--- src/rtl/tmr_ctrl_pkg.sv ---
// Shared types for the triplicated-SRAM scrub controller: FSM states, vote classes, depth.
// Pure declarations; no logic, no latency.
package tmr_ctrl_pkg;

  localparam int ADDR_W_DEF = 8;
  localparam int DEPTH      = 2 ** ADDR_W_DEF;

  typedef enum logic [2:0] {
    IDLE  = 3'd0,
    U_WR  = 3'd1,
    U_RD  = 3'd2,
    U_CHK = 3'd3,
    U_WB  = 3'd4,
    S_RD  = 3'd5,
    S_CHK = 3'd6,
    S_WB  = 3'd7
  } state_e;

  typedef enum logic [1:0] {
    VOTE_OK     = 2'd0,
    VOTE_CORR   = 2'd1,
    VOTE_UNCORR = 2'd2
  } vote_e;

endpackage

--- src/rtl/tmr_scrub_ctrl_if.sv ---
// User request port of the scrub controller: request/grant command in, one-cycle read-data pulse out.
// The requester holds usr_req until it sees usr_gnt; read data returns three cycles after the grant.
interface tmr_scrub_ctrl_if #(
  parameter int ADDR_W = 8,
  parameter int DATA_W = 8
);
  logic              usr_req;
  logic              usr_we;
  logic [ADDR_W-1:0] usr_addr;
  logic [DATA_W-1:0] usr_wdata;
  logic              usr_gnt;
  logic              usr_rvalid;
  logic [DATA_W-1:0] usr_rdata;

  modport master (
    output usr_req, usr_we, usr_addr, usr_wdata,
    input  usr_gnt, usr_rvalid, usr_rdata
  );

  modport slave (
    input  usr_req, usr_we, usr_addr, usr_wdata,
    output usr_gnt, usr_rvalid, usr_rdata
  );
endinterface

--- src/rtl/tmr_voter3.sv ---
// Bitwise majority of three copies plus agreement class; purely combinational, zero latency.
// No flow control: the caller decides when the inputs are meaningful.
module tmr_voter3
  import tmr_ctrl_pkg::*;
#(
  parameter int DATA_W = 8
) (
  input  logic [DATA_W-1:0] a_i,
  input  logic [DATA_W-1:0] b_i,
  input  logic [DATA_W-1:0] c_i,
  output logic [DATA_W-1:0] maj_o,
  output vote_e             cls_o
);

  logic ab_eq;
  logic ac_eq;
  logic bc_eq;

  assign ab_eq = (a_i == b_i);
  assign ac_eq = (a_i == c_i);
  assign bc_eq = (b_i == c_i);
  assign maj_o = (a_i & b_i) | (a_i & c_i) | (b_i & c_i);

  always_comb begin
    cls_o = VOTE_UNCORR;
    if (ab_eq && ac_eq) begin
      cls_o = VOTE_OK;
    end else if (ab_eq || ac_eq || bc_eq) begin
      cls_o = VOTE_CORR;
    end
  end

endmodule

--- src/rtl/tmr_scrub_ctrl.sv ---
// Sequences user and scrub accesses to a triplicated SRAM, votes reads and writes back single upsets.
// Read data 3 cycles after grant; grant only in IDLE and withheld while an overdue scrub is forced.
module tmr_scrub_ctrl
  import tmr_ctrl_pkg::*;
#(
  parameter int ADDR_W         = 8,
  parameter int DATA_W         = 8,
  parameter int SCRUB_INTERVAL = 64,
  parameter int MAX_DEFER      = 16,
  parameter int CNT_W          = 16
) (
  input  logic              clk,
  input  logic              rst,
  tmr_scrub_ctrl_if.slave   usr,
  input  logic              scrub_en,
  input  logic              err_clr,
  output logic              mem_en,
  output logic              mem_we,
  output logic [ADDR_W-1:0] mem_addr,
  output logic [DATA_W-1:0] mem_wdata,
  input  logic [DATA_W-1:0] mem_rdata_1,
  input  logic [DATA_W-1:0] mem_rdata_2,
  input  logic [DATA_W-1:0] mem_rdata_3,
  output logic [CNT_W-1:0]  corr_cnt,
  output logic              uncorr_err,
  output logic [ADDR_W-1:0] uncorr_addr,
  output logic              scrub_done
);

  localparam int IW  = (SCRUB_INTERVAL > 1) ? $clog2(SCRUB_INTERVAL) : 1;
  localparam int DFW = $clog2(MAX_DEFER + 1);

  state_e            state_q,       state_d;
  logic [ADDR_W-1:0] cmd_addr_q,    cmd_addr_d;
  logic [DATA_W-1:0] cmd_wdata_q,   cmd_wdata_d;
  logic [DATA_W-1:0] maj_q,         maj_d;
  logic [ADDR_W-1:0] ptr_q,         ptr_d;
  logic [IW-1:0]     interval_q,    interval_d;
  logic [DFW-1:0]    defer_q,       defer_d;
  logic              pending_q,     pending_d;
  logic [CNT_W-1:0]  corr_cnt_q,    corr_cnt_d;
  logic              uncorr_err_q,  uncorr_err_d;
  logic [ADDR_W-1:0] uncorr_addr_q, uncorr_addr_d;
  logic [DATA_W-1:0] rdata_q,       rdata_d;
  logic              rvalid_q,      rvalid_d;
  logic              done_q,        done_d;

  logic              force_scrub;
  logic              gnt;
  logic [DATA_W-1:0] vote_maj;
  vote_e             vote_cls;

  tmr_voter3 #(.DATA_W(DATA_W)) u_voter (
    .a_i   (mem_rdata_1),
    .b_i   (mem_rdata_2),
    .c_i   (mem_rdata_3),
    .maj_o (vote_maj),
    .cls_o (vote_cls)
  );

  assign force_scrub = pending_q && (defer_q >= DFW'(MAX_DEFER));
  assign gnt         = !rst && (state_q == IDLE) && usr.usr_req && !force_scrub;

  always_comb begin
    state_d       = state_q;
    cmd_addr_d    = cmd_addr_q;
    cmd_wdata_d   = cmd_wdata_q;
    maj_d         = maj_q;
    ptr_d         = ptr_q;
    interval_d    = interval_q;
    defer_d       = defer_q;
    pending_d     = pending_q;
    corr_cnt_d    = corr_cnt_q;
    uncorr_err_d  = uncorr_err_q;
    uncorr_addr_d = uncorr_addr_q;
    rdata_d       = rdata_q;
    rvalid_d      = 1'b0;
    done_d        = 1'b0;

    // An expiry while a scrub is already pending simply re-sets the flag, i.e. is dropped.
    if (scrub_en) begin
      if (interval_q == IW'(SCRUB_INTERVAL - 1)) begin
        interval_d = '0;
        pending_d  = 1'b1;
      end else begin
        interval_d = interval_q + IW'(1);
      end
    end

    if (gnt && pending_q) begin
      defer_d = defer_q + DFW'(1);
    end

    if (err_clr) begin
      uncorr_err_d = 1'b0;
    end

    case (state_q)
      IDLE: begin
        if (gnt) begin
          cmd_addr_d  = usr.usr_addr;
          cmd_wdata_d = usr.usr_wdata;
          state_d     = usr.usr_we ? U_WR : U_RD;
        end else if (pending_q && (!usr.usr_req || force_scrub)) begin
          state_d   = S_RD;
          pending_d = 1'b0;
          defer_d   = '0;
        end
      end
      U_WR:  state_d = IDLE;
      U_RD:  state_d = U_CHK;
      U_CHK: begin
        rdata_d  = vote_maj;
        rvalid_d = 1'b1;
        maj_d    = vote_maj;
        state_d  = IDLE;
        if (vote_cls == VOTE_CORR) begin
          state_d = U_WB;
          if (corr_cnt_q != {CNT_W{1'b1}}) corr_cnt_d = corr_cnt_q + CNT_W'(1);
        end else if (vote_cls == VOTE_UNCORR) begin
          uncorr_err_d  = 1'b1;
          uncorr_addr_d = cmd_addr_q;
        end
      end
      U_WB:  state_d = IDLE;
      S_RD:  state_d = S_CHK;
      S_CHK: begin
        maj_d = vote_maj;
        if (vote_cls == VOTE_CORR) begin
          state_d = S_WB;
          if (corr_cnt_q != {CNT_W{1'b1}}) corr_cnt_d = corr_cnt_q + CNT_W'(1);
        end else begin
          if (vote_cls == VOTE_UNCORR) begin
            uncorr_err_d  = 1'b1;
            uncorr_addr_d = ptr_q;
          end
          state_d = IDLE;
          ptr_d   = ptr_q + ADDR_W'(1);
          done_d  = (ptr_q == {ADDR_W{1'b1}});
        end
      end
      S_WB: begin
        state_d = IDLE;
        ptr_d   = ptr_q + ADDR_W'(1);
        done_d  = (ptr_q == {ADDR_W{1'b1}});
      end
      default: state_d = IDLE;
    endcase
  end

  always_ff @(posedge clk) begin
    if (rst) begin
      state_q       <= IDLE;
      cmd_addr_q    <= '0;
      cmd_wdata_q   <= '0;
      maj_q         <= '0;
      ptr_q         <= '0;
      interval_q    <= '0;
      defer_q       <= '0;
      pending_q     <= 1'b0;
      corr_cnt_q    <= '0;
      uncorr_err_q  <= 1'b0;
      uncorr_addr_q <= '0;
      rdata_q       <= '0;
      rvalid_q      <= 1'b0;
      done_q        <= 1'b0;
    end else begin
      state_q       <= state_d;
      cmd_addr_q    <= cmd_addr_d;
      cmd_wdata_q   <= cmd_wdata_d;
      maj_q         <= maj_d;
      ptr_q         <= ptr_d;
      interval_q    <= interval_d;
      defer_q       <= defer_d;
      pending_q     <= pending_d;
      corr_cnt_q    <= corr_cnt_d;
      uncorr_err_q  <= uncorr_err_d;
      uncorr_addr_q <= uncorr_addr_d;
      rdata_q       <= rdata_d;
      rvalid_q      <= rvalid_d;
      done_q        <= done_d;
    end
  end

  // Memory strobes decode straight from the current state, so a reset state never strobes.
  always_comb begin
    mem_en    = 1'b0;
    mem_we    = 1'b0;
    mem_addr  = '0;
    mem_wdata = '0;
    case (state_q)
      U_WR: begin
        mem_en    = 1'b1;
        mem_we    = 1'b1;
        mem_addr  = cmd_addr_q;
        mem_wdata = cmd_wdata_q;
      end
      U_RD: begin
        mem_en   = 1'b1;
        mem_addr = cmd_addr_q;
      end
      U_WB: begin
        mem_en    = 1'b1;
        mem_we    = 1'b1;
        mem_addr  = cmd_addr_q;
        mem_wdata = maj_q;
      end
      S_RD: begin
        mem_en   = 1'b1;
        mem_addr = ptr_q;
      end
      S_WB: begin
        mem_en    = 1'b1;
        mem_we    = 1'b1;
        mem_addr  = ptr_q;
        mem_wdata = maj_q;
      end
      default: ;
    endcase
  end

  assign usr.usr_gnt    = gnt;
  assign usr.usr_rvalid = rvalid_q;
  assign usr.usr_rdata  = rdata_q;
  assign corr_cnt       = corr_cnt_q;
  assign uncorr_err     = uncorr_err_q;
  assign uncorr_addr    = uncorr_addr_q;
  assign scrub_done     = done_q;

endmodule

--- src/flat_wrapper.sv ---
// flat-port wrapper written by rule: the top's interface ports become plain ports
module tmr_scrub_ctrl_flat import tmr_ctrl_pkg::*;
#(
  parameter int ADDR_W         = 8,
  parameter int DATA_W         = 8,
  parameter int SCRUB_INTERVAL = 64,
  parameter int MAX_DEFER      = 16,
  parameter int CNT_W          = 16
)
  (clk, rst, scrub_en, err_clr, mem_en, mem_we, mem_addr, mem_wdata, mem_rdata_1, mem_rdata_2, mem_rdata_3, corr_cnt, uncorr_err, uncorr_addr, scrub_done, usr_usr_req, usr_usr_we, usr_usr_addr, usr_usr_wdata, usr_usr_gnt, usr_usr_rvalid, usr_usr_rdata);
  tmr_scrub_ctrl_if #(.ADDR_W(ADDR_W), .DATA_W(DATA_W)) usr_i ();
  input  logic clk;
  input  logic rst;
  input  logic scrub_en;
  input  logic err_clr;
  output logic mem_en;
  output logic mem_we;
  output logic [ADDR_W-1:0] mem_addr;
  output logic [DATA_W-1:0] mem_wdata;
  input  logic [DATA_W-1:0] mem_rdata_1;
  input  logic [DATA_W-1:0] mem_rdata_2;
  input  logic [DATA_W-1:0] mem_rdata_3;
  output logic [CNT_W-1:0] corr_cnt;
  output logic uncorr_err;
  output logic [ADDR_W-1:0] uncorr_addr;
  output logic scrub_done;
  input wire logic [$bits(usr_i.usr_req)-1:0] usr_usr_req;
  input wire logic [$bits(usr_i.usr_we)-1:0] usr_usr_we;
  input wire logic [$bits(usr_i.usr_addr)-1:0] usr_usr_addr;
  input wire logic [$bits(usr_i.usr_wdata)-1:0] usr_usr_wdata;
  output wire logic [$bits(usr_i.usr_gnt)-1:0] usr_usr_gnt;
  output wire logic [$bits(usr_i.usr_rvalid)-1:0] usr_usr_rvalid;
  output wire logic [$bits(usr_i.usr_rdata)-1:0] usr_usr_rdata;
  assign usr_i.usr_req = usr_usr_req;
  assign usr_i.usr_we = usr_usr_we;
  assign usr_i.usr_addr = usr_usr_addr;
  assign usr_i.usr_wdata = usr_usr_wdata;
  assign usr_usr_gnt = usr_i.usr_gnt;
  assign usr_usr_rvalid = usr_i.usr_rvalid;
  assign usr_usr_rdata = usr_i.usr_rdata;
  tmr_scrub_ctrl #(.ADDR_W(ADDR_W), .DATA_W(DATA_W), .SCRUB_INTERVAL(SCRUB_INTERVAL), .MAX_DEFER(MAX_DEFER), .CNT_W(CNT_W)) u_core (.clk(clk), .rst(rst), .usr(usr_i), .scrub_en(scrub_en), .err_clr(err_clr), .mem_en(mem_en), .mem_we(mem_we), .mem_addr(mem_addr), .mem_wdata(mem_wdata), .mem_rdata_1(mem_rdata_1), .mem_rdata_2(mem_rdata_2), .mem_rdata_3(mem_rdata_3), .corr_cnt(corr_cnt), .uncorr_err(uncorr_err), .uncorr_addr(uncorr_addr), .scrub_done(scrub_done));
endmodule
--- config.mk ---
export PLATFORM = sky130hd
export DESIGN_NAME = tmr_scrub_ctrl_flat
export DESIGN_NICKNAME = d
export VERILOG_FILES = /design/src/rtl/tmr_ctrl_pkg.sv /design/src/rtl/tmr_scrub_ctrl_if.sv /design/src/rtl/tmr_voter3.sv /design/src/rtl/tmr_scrub_ctrl.sv /design/src/flat_wrapper.sv
export SDC_FILE = /design/constraint.sdc
export NUM_CORES = 1
export LEC_CHECK = 0
export CORE_ASPECT_RATIO = 1.2
export CORE_MARGIN = 3
export CORE_UTILIZATION = 45
export DETAILED_ROUTE_END_ITERATION = 12
export GPL_ROUTABILITY_DRIVEN = 0
export PLACE_DENSITY_LB_ADDON = 0.2
export RECOVER_POWER = 50
export SYNTH_ARGS = -nofsm -noshare
export SYNTH_HDL_FRONTEND = slang
export SYNTH_SLANG_ARGS = --single-unit
--- constraint.sdc ---
create_clock -name clk -period 4.55 [get_ports clk]
set_input_delay 0.91 -clock clk [delete_from_list [all_inputs] [get_ports clk]]
set_output_delay 0.91 -clock clk [all_outputs]
set_load 0.01 [all_outputs]
==> reports/metrics.yaml, run 1 <==
floorplan:
  initial_core_utilization: 0.467
  die-height_um: 110
  floorplan.rows: 37
  fp.coreArea_um2: 8700
  die_area_um2: 10200
  die_w_um: 92.8
  boundaryPins: 100
detailed_routing:
  routed_wire_length_per_instance_um: 14.9
  ant_nets: 0
  route.vias.total: 3728
  drt_wl_total_mm: 10.3
  drcViolationCount: 0
  drt_first_iter_violations: 273
  route.detailed.vias_per_inst: 5.40
  firstDrtPassIters: 5
clock_network:
  postCtsSetupRepairBufs: 0
  cts_max_level: 3
  clkLatencyLatePin_ns: 0.35
  clock_path_buffers: 2
  cts_root_buf: "clkbuf_8"
  clock-sinks: 82
  cts_tree: "done"
  cts_inserted_buffers: 9
  cts_hold_buffers: 0
  path_clk_slew_ns: 0.09
  post_cts_resize_count: 0
layout:
  fillCellCount: 793
  layout.cell_area.non_filler_um2: 5320
  antenna_cells: 0
  final_cells: 691
  final_nets: 643
  share_of_post_route_cells_with_drive_strength_above_1: 0.0540
  area_overhead_of_the_layout_relative_to_synthesis_pct: 30.9
  final_core_utilization: 0.611
run:
  drv_cap: 0
grt:
  grt_use_total: 0.205
  grt_remaining_overflow: 0
  grt_first_pass_wirelength_mm: 16.9
  grt_start_max_net_pins: 77
  number_of_antenna_violations_at_the_first_check_in_global_routing: 0
  via_count_of_the_first_global_routing_pass: 3618
critical_path:
  rr_worst_depth: 6
  path_max_fanout: 19
  reg2reg_slack_ns: 1.64
  crit_start: "u_core.state_q[2]$_SDFFE_PP0P_"
  cp_num_buf_inv: 2
  max_stage_delay_ns: 0.68
  critPathLaunchType: "register"
  critical_path.reg2reg.endpoint: "u_core.uncorr_addr[3]$_SDFFE_PP0P_"
  criticalPathCategory: "register to output pin"
  worstSetupEndpointType: "output pin"
  worst-endpoint-arrival_ns: 2.93
  cp_cell_sequence: "clkinv_1 > nor2_1 > a22o_1 > clkdlybuf4s50_1"
  rr_startpoint: "u_core.state_q[0]$_SDFFE_PP0P_"
  critical_path_destination: "mem_wdata[1]"
  critical_path_depth: 4
  critPathTopFamily: "buffers and inverters"
  worst-endpoint-required_ns: 3.64
  crit_slowest_cell: "dfxtp_1"
power:
  pwr-share-clk: 0.379
  switching_power_total_uw: 373
  vdd_ir_drop_max_uv: 137
  p_sw_frac: 0.248
  combinationalPowerShare: 0.121
  cell_internal_power_mw: 1.13
  p_seq_frac: 0.499
  total_leakage_power_nw: 1.98
  cellPowerDensity_nw_per_um2: 283
synthesis:
  synth.top_cells.by_area: "dfxtp_1 40%, ha_1 8.6%, a21oi_1 5.8%"
  synth_commonest_cells: "82 x dfxtp_1, 60 x nor2_1, 57 x nand2_1"
  postSynthRegisterBits: 82
  netlist.area_leader.share: 0.404
  synth.most_common_cell: "dfxtp_1"
  syn-cell-area_um2: 4070
  cell_variety_after_synth: 49
  synth_seq_area_share: 0.404
  postSynth.topFlopCell: "dfxtp_1"
  ys_warn_count: 0
  synth_enable_flop_cells: 0
  post_synth_inst_count: 480
  synth.net_count: 554
  synthesis.area_per_instance_um2: 8.47
  async_flop_share: 0
  synthDominantAreaCellType: "dfxtp_1"
run_status:
  outcome: "finished clean"
sta:
  maxSlewViolCount: 0
  fin_skew_ns: 0.0143
  fmaxAchievable_mhz: 260
  post-route-period-util: 0.845
  setup_repair_after_global_routing_missed_its_margin: "false"
  worst_pin_slew_ns: 1.01
  timing.max_slew.rel_slack: 0.325
  report.final.hold_viol_count: 0
  total_neg_setup_slack_ns: 0
  min_period_ns: 3.84
  setup_viol: 0
worst_hold_path:
  min_from: "u_core.cmd_wdata_q[7]$_SDFFE_PP0P_"
  hold_path.class: "register to register"
place:
  port-buffer-count: 99
  placed_cell_area_um2: 5110
  placedCellCount: 675
  dp_hpwl_mm: 7.74
[stage by stage]
stage / setup slack (ns) / hold slack (ns) / power [mW]
2_1_floorplan: 1.91 / 0.436 / 0.863
3_3_place_gp: 1.26 / 0.447 / 0.950
3_5_place_dp: 1.14 / 0.450 / 0.957
4_1_cts: 0.738 / 0.460 / 1.52
5_1_grt: 0.424 / 0.487 / 1.57
6_report: 0.707 / 0.460 / 1.51
[per-layer routing]
layer / global-route usage / share of wire
met1: 0.246 / 0.42
met2: 0.360 / 0.50
met3: 0.0516 / 0.060
met4: 0.0681 / 0.016
met5: 0 / 0
[registers in the layout, summed over array words and instances, names as in the netlist]
| name | cells |
|---|---|
| u_core.cmd_wdata_q | 8 |
| u_core.uncorr_addr | 8 |
| u_core.ptr_q | 8 |
| u_core.maj_q | 8 |
| u_core.defer_q | 5 |
| u_core.uncorr_err | 1 |
| u_core.pending_q | 1 |
| u_core.usr.usr_rvalid | 1 |
| u_core.cmd_addr_q | 8 |
| u_core.interval_q | 6 |
| u_core.usr.usr_rdata | 8 |
| u_core.scrub_done | 1 |
| u_core.state_q | 3 |
| u_core.corr_cnt | 16 |
[logic make-up after synthesis]
group	after synthesis	share of synthesized area
and+or+nand+nor	211	0.263
AOI/OAI and AO/OA	109	0.167
DFF	82	0.404
adders and majority gates	28	0.0862
buffers and inverters	26	0.0271
xor gates and xnor gates	19	0.0409
muxes	5	0.0126
[worst min-delay path by stage]
stage / to / cells past startpoint
global placement: u_core.cmd_wdata_q[7]$_SDFFE_PP0P_ / 2
floorplan: u_core.cmd_wdata_q[0]$_SDFFE_PP0P_ / 2
global route: u_core.cmd_wdata_q[5]$_SDFFE_PP0P_ / 2
finish: u_core.cmd_wdata_q[7]$_SDFFE_PP0P_ / 2
CTS: u_core.cmd_wdata_q[7]$_SDFFE_PP0P_ / 2
detailed placement: u_core.cmd_wdata_q[7]$_SDFFE_PP0P_ / 2
[cells in the final DEF (no fill, tap or decap), types with 9 or more instances in the layout]
cell	count
a21oi_1	47
nor2_1	60
ha_1	28
clkbuf_8	9
or3_1	10
nand2_1	57
o21ai_0	18
nand3_1	24
nor3_1	10
xor2_1	11
dlygate4sd3_1	32
clkdlybuf4s50_1	66
a211oi_1	16
nand4_1	10
dfxtp_1	82
[power groups by stage]
| stage | clock network [mW] | logic, mW | registers (mW) |
|---|---|---|---|
| floorplan | 0 | 0.103 | 0.760 |
| finish | 0.572 | 0.183 | 0.753 |
| detailed placement | 0 | 0.187 | 0.770 |
| global placement | 0 | 0.181 | 0.769 |
| global route | 0.614 | 0.205 | 0.755 |
| CTS | 0.583 | 0.188 | 0.753 |
[layout make-up]
class,instances,area [um^2],area share
sequential,82,1640,0.308
tap,117,146,0.0275
inverter,3,11.3,0.00212
clock inverter,6,90.1,0.0169
clock buffer,10,128,0.0240
multi-input combinational,372,2310,0.434
timing repair buffer,101,996,0.187
[worst reg2reg max path, cell delays in order (launching register included)]
cell	delay, ns
dfxtp_1	0.73
xor2_1	0.18
and2_0	0.68
nand4_1	0.72
a21oi_1	0.37
a21oi_1	0.07
nor2_1	0.11
(Power assumes the default switching activity.)
==> inputs of run 2 (changes only) <==
- clock period: 4.55 -> 3.1 ns (I/O delays scaled with it)
==> run 2 against run 1 <==
Critical path depth unchanged. The flow now finishes with violations (capacitance limit, slew limit). Sequential share of layout area shrank 0.46 points. Register-to-register slack worse by 0.89 ns. Flip-flop and latch count did not move. Largest cell class unchanged.
==> reports/metrics.yaml, run 2 (synthesis results as in run 1) <==
run_status:
  outcome: "finished with violations"
  failed_checks: "capacitance limit, slew limit"
floorplan:
  floorplan.rows: 37
  die_w_um: 92.8
  die_area_um2: 10200
  initial_core_utilization: 0.467
  fp.coreArea_um2: 8700
  boundaryPins: 100
  die-height_um: 110
clock_network:
  cts_max_level: 3
  cts_tree: "done"
  clkLatencyLatePin_ns: 0.35
  post_cts_resize_count: 0
  path_clk_slew_ns: 0.08
  clock-sinks: 82
  cts_hold_buffers: 0
  cts_root_buf: "clkbuf_8"
  clock_path_buffers: 2
  cts_inserted_buffers: 9
  postCtsSetupRepairBufs: 0
place:
  port-buffer-count: 99
  preCtsSetupSlack_ns: 0.0647
  dp_hpwl_mm: 7.69
  placed_cell_area_um2: 5190
detailed_routing:
  drt_wl_total_mm: 10.4
  firstDrtPassIters: 4
  route.vias.total: 3816
  ant_nets: 0
  drcViolationCount: 0
  routed_wire_length_per_instance_um: 14.8
  drt_first_iter_violations: 125
  route.detailed.vias_per_inst: 5.45
layout:
  largest_register_ffs: 16
  seq_area_um2: 1640
  share_of_post_route_cells_with_drive_strength_above_1: 0.0720
  multi_input_gate_area_um2: 2300
  final_core_utilization: 0.621
  layout.cells.most_common_list: "82 x dfxtp_1, 71 x clkdlybuf4s50_1, 60 x nor2_1"
  fillCellCount: 795
  final_nets: 653
  final_common_cell: "dfxtp_1"
  layout.cell_area.non_filler_um2: 5400
  antenna_cells: 0
  area_overhead_of_the_layout_relative_to_synthesis_pct: 32.9
sta:
  post-route-period-util: 0.949
  min_period_ns: 2.94
  worst_pin_slew_ns: 1.54
  maxSlewViolCount: 77
  setup_repair_after_global_routing_missed_its_margin: "false"
  timing.max_slew.rel_slack: -0.0239
  fin_skew_ns: 0.0103
  total_neg_setup_slack_ns: 0
  timing.final.ws_setup_ns: 0.159
  setup_viol: 0
  report.final.hold_viol_count: 0
  fmaxAchievable_mhz: 340
critical_path:
  criticalPathCategory: "register to output pin"
  critPathLaunchType: "register"
  path_max_fanout: 11
  worst-endpoint-arrival_ns: 2.32
  worst-endpoint-required_ns: 2.48
  worstSetupEndpointType: "output pin"
power:
  power_mw: 2.26
  cellPowerDensity_nw_per_um2: 418
  total_leakage_power_nw: 2.03
  vdd_ir_drop_max_uv: 215
grt:
  grt_start_max_net_pins: 77
  grt_use_total: 0.208
  number_of_antenna_violations_at_the_first_check_in_global_routing: 0
  via_count_of_the_first_global_routing_pass: 3703
  grt_remaining_overflow: 0
  grt_first_pass_wirelength_mm: 17.1
worst_hold_path:
  hold_path.class: "register to register"
run:
  drv_cap: 1
-- run 2: changes by cell type in the layout (fill, tap and decap cells not counted), sizes merged --
cell / change
clkinvlp: -1
clkinv: -1
buf: +11
clkdlybuf4s50: +5
dlygate4sd3: -5
-- run 2: final timing paths --
| kind | cells past startpoint | startpoint | endpoint | slack, ns |
|---|---|---|---|---|
| hold / removal | 2 | u_core.cmd_wdata_q[7]$_SDFFE_PP0P_ | u_core.cmd_wdata_q[7]$_SDFFE_PP0P_ | 0.47 |
| setup / recovery | 4 | u_core.state_q[0]$_SDFFE_PP0P_ | mem_addr[7] | 0.16 |
| setup reg to reg | 7 | u_core.state_q[0]$_SDFFE_PP0P_ | u_core.defer_q[3]$_SDFF_PP0_ | 0.75 |
| hold reg to reg | 2 | u_core.cmd_wdata_q[7]$_SDFFE_PP0P_ | u_core.cmd_wdata_q[7]$_SDFFE_PP0P_ | 0.47 |
-- run 2: critical path, stage by stage, from the launching register on --
cell and delay [ns]:
dfxtp_1 0.43, nor2_1 0.48, a22oi_1 0.13, o21ai_0 0.32, clkdlybuf4s50_1 0.61
-- run 2: stage by stage --
step / hold slack (ns) / std cells
global route: 0.491 / 700
finish: 0.466 / 700
detailed placement: 0.456 / 685
global placement: 0.442 / 685
CTS: 0.466 / 700
floorplan: 0.436 / 480
-- run 2: report_power, final --
part | switching, mW | internal, mW
Clock | 0.376 | 0.495
Combinational | 0.144 | 0.140
Sequential | 0.0235 | 1.08
Total | 0.543 | 1.71
-- run 2: area by class of cell --
cell class                 instances  share of cell area
clock buffer                      11              0.0280
inverter                           3             0.00208
tap                              117              0.0271
clock inverter                     4              0.0137
timing repair buffer             111               0.199
multi-input combinational        372               0.426
sequential                        82               0.304
-- run 2: routing by layer --
layer  GRT usage  vias up  part of all wire
met1       0.247     1785              0.43
met5           0        -                 0
met2       0.371       97              0.50
li1            -     1920                 -
met4      0.0848        0             0.016
met3      0.0387       14             0.054
==> inputs of run 3 (changes only) <==
- CORE_ASPECT_RATIO: 1.2 -> default
- MAX_ROUTING_LAYER: default -> met4
==> run 3 against run 2 <==
The run now ends clean. Routed wire length decreased by 1.0%. Worst setup slack improved by 0.011 ns. Combinational power hardly changed. Via count decreased by 1.2%. First-iteration DRC count up 75%. Critical path depth stayed put. Core utilization decreased by 0.60 points. Sequential share of layout area grew 0.085 points.
==> reports/metrics.yaml, run 3 (synthesis results as in run 1) <==
run_status:
  outcome: "finished clean"
place:
  dp_hpwl_mm: 7.54
  preCtsSetupSlack_ns: 0.101
  port-buffer-count: 99
sta:
  total_neg_setup_slack_ns: 0
  timing.max_slew.rel_slack: 0.487
  report.final.hold_viol_count: 0
  post-route-period-util: 0.945
  worst_pin_slew_ns: 0.769
  fmaxAchievable_mhz: 341
  timing.final.ws_setup_ns: 0.170
  maxSlewViolCount: 0
  setup_repair_after_global_routing_missed_its_margin: "false"
  min_period_ns: 2.93
  fin_skew_ns: 0.00693
  setup_viol: 0
detailed_routing:
  route.vias.total: 3770
  route.detailed.vias_per_inst: 5.46
  ant_nets: 0
  drt_first_iter_violations: 219
  met2WireLength_mm: 4.76
  drt_wl_total_mm: 10.3
  routed_wire_length_per_instance_um: 14.9
  drcViolationCount: 0
  routed.top_layer: "met4"
  met1_length_mm: 4.70
  dr_wl_met3_um: 563
  firstDrtPassIters: 5
grt:
  grt_first_pass_wirelength_mm: 17.0
  grt_remaining_overflow: 0
  grt_start_max_net_pins: 76
  grt_use_total: 0.212
  via_count_of_the_first_global_routing_pass: 3658
  number_of_antenna_violations_at_the_first_check_in_global_routing: 0
layout:
  layout.cells.most_common_list: "82 x dfxtp_1, 62 x clkdlybuf4s50_1, 59 x nor2_1"
  multi_input_gate_area_um2: 2320
  final_common_cell: "dfxtp_1"
  seq_area_um2: 1640
  share_of_post_route_cells_with_drive_strength_above_1: 0.0739
  area_overhead_of_the_layout_relative_to_synthesis_pct: 32.5
  fillCellCount: 795
  final_nets: 651
  largest_register_ffs: 16
  antenna_cells: 0
clock_network:
  path_clk_slew_ns: 0.08
  postCtsSetupRepairBufs: 0
  cts_inserted_buffers: 9
  clock-sinks: 82
  cts_max_level: 3
  cts_tree: "done"
  clock_path_buffers: 2
  cts_root_buf: "clkbuf_8"
  clkLatencyLatePin_ns: 0.36
critical_path:
  worst-endpoint-arrival_ns: 2.31
  reg2reg_slack_ns: 0.53
  critPathLaunchType: "register"
  worst-endpoint-required_ns: 2.48
  criticalPathCategory: "register to output pin"
  worstSetupEndpointType: "output pin"
  path_max_fanout: 10
floorplan:
  die_area_um2: 10200
  boundaryPins: 100
  die-height_um: 101
  die_w_um: 101
  floorplan.rows: 34
  fp.coreArea_um2: 8760
  initial_core_utilization: 0.464
run:
  drv_cap: 0
power:
  total_leakage_power_nw: 2.05
  vdd_ir_drop_max_uv: 380
  cellPowerDensity_nw_per_um2: 417
worst_hold_path:
  hold_path.class: "register to register"
run 3: final cells by class:
type,count,share of cell area
clock buffer,12,0.0269
inverter,3,0.00209
multi-input combinational,372,0.430
tap,108,0.0251
sequential,82,0.305
timing repair buffer,109,0.197
clock inverter,4,0.0137
run 3: worst paths after layout:
path | cells past startpoint | endpoint | from
hold / removal | 2 | u_core.cmd_wdata_q[1]$_SDFFE_PP0P_ | u_core.cmd_wdata_q[1]$_SDFFE_PP0P_
setup reg to reg | 8 | u_core.uncorr_addr[2]$_SDFFE_PP0P_ | u_core.state_q[0]$_SDFFE_PP0P_
setup / recovery | 4 | mem_en | u_core.state_q[1]$_SDFFE_PP0P_
hold reg to reg | 2 | u_core.cmd_wdata_q[1]$_SDFFE_PP0P_ | u_core.cmd_wdata_q[1]$_SDFFE_PP0P_
run 3: where the power goes:
group	internal (mW)	total, mW	leakage [nW]	switching (mW)
Combinational	0.139	0.281	1.27	0.141
Clock	0.478	0.865	0.111	0.387
Sequential	1.08	1.10	0.664	0.0251
run 3: metal layers:
metal | vias up | track usage
met5 | - | -
met4 | 0 | 0.0706
met3 | 27 | 0.0512
met2 | 114 | 0.330
met1 | 1715 | 0.271
li1 | 1914 | -
run 3: per-stage QoR:
stage          instance area, um^2  std cells  hold slack, ns  power (mW)  utilization
6_report                      5390        690           0.465        2.25        0.615
5_1_grt                       5390        690           0.489        2.34        0.615
4_1_cts                       5380        690           0.471        2.27        0.614
3_5_place_dp                  5160        674           0.460        1.41        0.589
3_3_place_gp                  5160        674           0.448        1.40        0.589
2_1_floorplan                 4070        480           0.436        1.27            -
run 3: worst max-delay path, cell delays in order (launching register included):
cell and delay [ns]:
dfxtp_1 0.53, nor2b_2 0.45, nand2_1 0.31, o21a_1 0.19, clkdlybuf4s50_1 0.47
run 3: repair_timing:
item	CTS	global route
endpoints found under the setup margin	1	9
gates resized for setup	1	1
hold buffers	0	0
endpoints found under the hold margin	0	0
pin swaps	0	0
